===== config.mk =====
export PLATFORM = sky130hd
export DESIGN_NAME = wb_port_arbiter
export DESIGN_NICKNAME = d
export VERILOG_FILES = /design/src/rtl/wb_pkg.sv /design/src/rtl/wb_out_reg.sv /design/src/rtl/wb_port_arbiter.sv
export SDC_FILE = /design/constraint.sdc
export NUM_CORES = 1
export LEC_CHECK = 0
export CAP_MARGIN = 40
export CORE_MARGIN = 4
export CORE_UTILIZATION = 42
export DETAILED_ROUTE_END_ITERATION = 10
export PLACE_DENSITY_LB_ADDON = 0.12
export SYNTH_ARGS = -nofsm -noshare
export SYNTH_HDL_FRONTEND = slang
export SYNTH_HIERARCHICAL = 1
export SYNTH_SLANG_ARGS = --single-unit

===== constraint.sdc =====
create_clock -name clk -period 3.7 [get_ports clk]
set_input_delay 0.555 -clock clk [delete_from_list [all_inputs] [get_ports clk]]
set_output_delay 0.555 -clock clk [all_outputs]
set_load 0.005 [all_outputs]

===== src/rtl/wb_pkg.sv =====
// Shared constants for the writeback port arbiter: default widths, FSM state
// encoding and destination-mux select encoding.
package wb_pkg;

  localparam int AW_DEF = 5;
  localparam int DW_DEF = 32;

  typedef enum logic {
    PRI_A   = 1'b0,
    FORCE_B = 1'b1
  } arb_state_t;

  localparam logic SEL_A = 1'b0;
  localparam logic SEL_B = 1'b1;

endpackage


===== src/rtl/wb_out_reg.sv =====
// Registered output stage of the writeback arbiter: holds sel/waddr/wdata of the
// last grant and pulses we for one cycle after each accepted write.
module wb_out_reg
  import wb_pkg::*;
#(
  parameter int AW = AW_DEF,
  parameter int DW = DW_DEF
) (
  input  logic          clk,
  input  logic          rst_n,
  input  logic          load,
  input  logic          load_we,
  input  logic          load_sel,
  input  logic [AW-1:0] load_addr,
  input  logic [DW-1:0] load_data,
  output logic          sel,
  output logic          we,
  output logic [AW-1:0] waddr,
  output logic [DW-1:0] wdata
);

  // Capture the granted write; payload is retained when nothing is accepted.
  always_ff @(posedge clk or negedge rst_n) begin
    if (!rst_n) begin
      sel   <= SEL_A;
      we    <= 1'b0;
      waddr <= {AW{1'b0}};
      wdata <= {DW{1'b0}};
    end else begin
      we <= load & load_we;
      if (load) begin
        sel   <= load_sel;
        waddr <= load_addr;
        wdata <= load_data;
      end
    end
  end

endmodule


===== src/rtl/wb_port_arbiter.sv =====
// Register-file write port arbiter: fixed priority to A with a starvation guard for B.
// Optional build macro WB_ZERO_SUPPRESS_EN blocks the write enable for address 0.
module wb_port_arbiter
  import wb_pkg::*;
#(
  parameter int AW       = AW_DEF,
  parameter int DW       = DW_DEF,
  parameter int MAX_WAIT = 3
) (
  input  logic          clk,
  input  logic          rst_n,
  input  logic          hold,
  input  logic          a_valid,
  input  logic [AW-1:0] a_addr,
  input  logic [DW-1:0] a_data,
  output logic          a_ready,
  input  logic          b_valid,
  input  logic [AW-1:0] b_addr,
  input  logic [DW-1:0] b_data,
  output logic          b_ready,
  output logic          sel,
  output logic          we,
  output logic [AW-1:0] waddr,
  output logic [DW-1:0] wdata,
  output logic [3:0]    conflict_cnt
);

  localparam logic [3:0] WAIT_LAST = 4'(MAX_WAIT - 1);

  arb_state_t    state_r, state_nxt_s;
  logic [3:0]    cnt_r, cnt_nxt_s;
  logic          conflict_s, a_ready_s, b_ready_s;
  logic          grant_s, grant_we_s, grant_sel_s;
  logic [AW-1:0] grant_addr_s;
  logic [DW-1:0] grant_data_s;

  assign conflict_s = a_valid & b_valid & ~hold;

  // Handshake readies from the current priority state.
  always_comb begin
    a_ready_s = 1'b0;
    b_ready_s = 1'b0;
    if (!rst_n || hold) begin
      a_ready_s = 1'b0;
      b_ready_s = 1'b0;
    end else begin
      case (state_r)
        PRI_A: begin
          a_ready_s = a_valid;
          b_ready_s = b_valid & ~a_valid;
        end
        FORCE_B: begin
          b_ready_s = b_valid;
          a_ready_s = a_valid & ~b_valid;
        end
        default: begin
          a_ready_s = 1'b0;
          b_ready_s = 1'b0;
        end
      endcase
    end
  end

  // Next state and B wait counter; FORCE_B always lasts a single unheld cycle.
  always_comb begin
    state_nxt_s = state_r;
    cnt_nxt_s   = cnt_r;
    if (hold) begin
      state_nxt_s = state_r;
      cnt_nxt_s   = cnt_r;
    end else begin
      case (state_r)
        PRI_A: begin
          if (conflict_s) begin
            cnt_nxt_s = cnt_r + 4'd1;
            if (cnt_r == WAIT_LAST) begin
              state_nxt_s = FORCE_B;
            end else begin
              state_nxt_s = PRI_A;
            end
          end else begin
            state_nxt_s = PRI_A;
            cnt_nxt_s   = 4'd0;
          end
        end
        FORCE_B: begin
          state_nxt_s = PRI_A;
          cnt_nxt_s   = 4'd0;
        end
        default: begin
          state_nxt_s = PRI_A;
          cnt_nxt_s   = 4'd0;
        end
      endcase
    end
  end

  // FSM state and counter registers.
  always_ff @(posedge clk or negedge rst_n) begin
    if (!rst_n) begin
      state_r <= PRI_A;
      cnt_r   <= 4'd0;
    end else begin
      state_r <= state_nxt_s;
      cnt_r   <= cnt_nxt_s;
    end
  end

  assign grant_s      = a_ready_s | b_ready_s;
  assign grant_sel_s  = b_ready_s ? SEL_B : SEL_A;
  assign grant_addr_s = b_ready_s ? b_addr : a_addr;
  assign grant_data_s = b_ready_s ? b_data : a_data;

`ifdef WB_ZERO_SUPPRESS_EN
  assign grant_we_s = (grant_addr_s != {AW{1'b0}});
`else
  assign grant_we_s = 1'b1;
`endif

  wb_out_reg #(
    .AW(AW),
    .DW(DW)
  ) u_out_reg (
    .clk      (clk),
    .rst_n    (rst_n),
    .load     (grant_s),
    .load_we  (grant_we_s),
    .load_sel (grant_sel_s),
    .load_addr(grant_addr_s),
    .load_data(grant_data_s),
    .sel      (sel),
    .we       (we),
    .waddr    (waddr),
    .wdata    (wdata)
  );

  assign a_ready      = a_ready_s;
  assign b_ready      = b_ready_s;
  assign conflict_cnt = cnt_r;

endmodule


==> qor.yml <==
outcome:
  status: "finished, final reports clean"
layout:
  drive_gt1_frac: 0.3238
  diodes: 0
  final_cell_mix: "122 x clkdlybuf4s50_1, 47 x mux2_2, 44 x dfrtp_1"
  synthToLayoutAreaGrowth_pct: 58.70
  layout_commonest_cell: "clkdlybuf4s50_1"
  final_nets: 361
detailed_routing:
  wl_um: 5425
  routedWlPerCell_um: 15.46
  vias: 1648
  firstDrtPassIters: 4
  drc: 0
  drt_first_iter_violations: 50
  postRouteAntennaNets: 0
  viasPerCell: 4.695
power_and_ir_drop:
  p_per_area_nw_per_um2: 376.2
  power_frac_seq: 0.434
  switchingPower_uw: 311.0
  power.internal_uw: 1076
  ir_drop_mv: 0.1793
  leakage_uw: 0.001525
  p_sw_frac: 0.2242
  clkPwrFrac: 0.256
  power_frac_comb: 0.309
critical_path:
  r2r_cells: 5
  r2r_end: "u_out_reg/wdata[4]"
  worst_setup_path_end_kind: "output port"
  cp_data_required_time_ns: 3.14
  critical_path_class: "in2out"
  critPathLaunchType: "input pin"
  timing.rr.start: "state_r"
  cp_slowest_cell: "clkdlybuf4s50_1"
  worstPathMaxFanout: 21
  crit_path_start: "hold"
  path_cells: "clkdlybuf4s50_1 > nor2b_2 > and3_4 > clkdlybuf4s50_1"
  max_stage_delay_ns: 0.57
  crit_buf_inv: 2
  cp_common_cell: "clkdlybuf4s50_1"
  critPathTopFamily: "buffers and inverters"
  rrSetupSlack_ns: 1.64
  arrival_ns: 2.32
timing:
  worst_pin_slew_ns: 0.5412
  finalSetupViolations: 0
  post-route-min-period_ns: 2.873
  fmax_mhz: 348.1
  setup_tns_ns: 0
  finalCritPeriodShare: 0.7764
  rsz0062_at_grt: "no"
  final_max_slew_viol_count: 0
  maxSlewHeadroom: 0.6392
  hold_viol: 0
  fin_skew_ns: 0.005131
  layout_setup_ws_ns: 0.8275
  whs_ns: 0.3449
synth:
  netlist.area_leader.share: 0.4739
  synthTopCellsByArea: "dfrtp_1 47%, mux2_2 23%, mux2_4 18%"
  syn_area_um2: 2323
  yosys.area.top_type: "dfrtp_1"
  avgSynthCellArea_um2: 14.99
  synth_seq_cells: 44
  synthCells: 155
  ys_seq_area_frac: 0.4739
  syn-num-nets: 236
  synthDistinctLibCells: 25
  yosysWarnings: 6
cts:
  cts.clk_slew.worst_paths_ns: 0.08
  cts_inserted_buffers: 5
  clock_sinks: 44
  tritoncts: "done"
  cts_hold_buf: 0
  cts_resized: 0
  cts_setup_buffers: 0
  root_buffer: "clkbuf_8"
  htreeDepth: 2
  clock_latency_ns: 0.29
  clock_path_buffers: 2
die:
  coreArea_um2: 5238
  initial_core_util: 0.4436
  die_h_um: 82.38
  ioPinCount: 124
  rows: 26
  die-area_um2: 6786
  die_x_um: 82.38
placed_design:
  place_congestion: 0.7677
  dp_hpwl_um: 4135
  dp_worst_setup_slack_ns: 0.8201
  io_buffers: 123
global_routing:
  antenna_found_initial: 0
  grt_pass1_vias: 1742
  grt_overflow: 0
  grt.total_usage: 0.1584
  grt_start_max_net_pins: 45
  grt_pass1_wl_um: 8245
min_path:
  hold_path.class: "in2async"
run:
  max_cap_viol_count: 0
==> flip-flops by register name (all words and copies together) (netlist names) <==
name	count
conflict_cnt	4
u_out_reg/wdata	32
u_out_reg/waddr	5
u_out_reg/sel	1
u_out_reg/we	1
state_r	1
==> cell usage after synthesis <==
master	n
mux2_4	28
nand2b_1	2
and4bb_2	1
ha_1	2
a21oi_1	3
a31oi_1	1
buf_4	2
mux2_2	47
buf_2	1
o22ai_1	1
nor2_1	1
conb_1	1
and3_4	1
or3b_2	1
buf_12	2
o21a_1	1
nor2b_2	1
nand2_1	4
inv_1	3
nand3_1	1
dfrtp_1	44
o21ai_0	2
buf_6	3
a32o_1	1
and2_1	1
==> metrics by stage <==
stage	power, µW	utilization	std cells	cell area [µm²]
floorplan	763.0	-	155	2323
global placement	1039	0.6835	343	3580
detailed placement	1046	0.6835	343	3580
CTS	1405	0.7040	351	3687
global route	1467	0.7040	351	3687
finish	1387	0.7040	351	3687
==> final cells by class <==
class / instances / area, µm²
clock buffers: 6 / 72.57
clock inverters: 2 / 35.03
fillers: 383 / 1550
inverters: 3 / 11.26
multi-input cells: 100 / 1119
flip-flops and latches: 44 / 1101
well taps: 70 / 87.58
repair buffers: 126 / 1261
==> logic make-up (layout without fill, tap and decap cells) <==
logic type / count (synthesis) / after routing / synth area share
multiplexers: 75 / 75 / 0.4087
flip-flops: 44 / 44 / 0.4739
buffers and inverters: 11 / 137 / 0.04523
AND/OR/NAND/NOR: 13 / 13 / 0.03608
other: 1 / 1 / 0.001614
AO/OA/AOI/OAI: 9 / 9 / 0.02370
adder cells (fa/ha/maj): 2 / 2 / 0.01077
==> worst max-delay path by stage <==
stage,end,slack [ns],cells after the start
2_1_floorplan,u_out_reg/wdata[22],1.86,6
3_3_place_gp,u_out_reg/wdata[6],0.87,6
3_5_place_dp,u_out_reg/wdata[4],0.82,6
4_1_cts,b_ready,0.84,4
5_1_grt,b_ready,0.75,4
6_report,b_ready,0.83,4
==> power groups by stage <==
| stage | clock [µW] | sequential, µW | combinational [µW] |
|---|---|---|---|
| global placement | 0 | 609 | 430 |
| global route | 389 | 616 | 462 |
| detailed placement | 0 | 612 | 434 |
| finish | 355 | 603 | 429 |
| floorplan | 0 | 619 | 144 |
| CTS | 365 | 603 | 436 |
==> layer usage <==
metal  share of wire  routed length, µm  global-route usage  vias to the layer above
met1            0.40               2194              0.1915                      763
met5               0                  0                   0                        -
met3            0.13                680             0.06616                        4
met4          0.0081                 44             0.03987                        0
li1                -                  -                   -                      806
met2            0.46               2506              0.2604                       75
(Power assumes the default switching activity.)
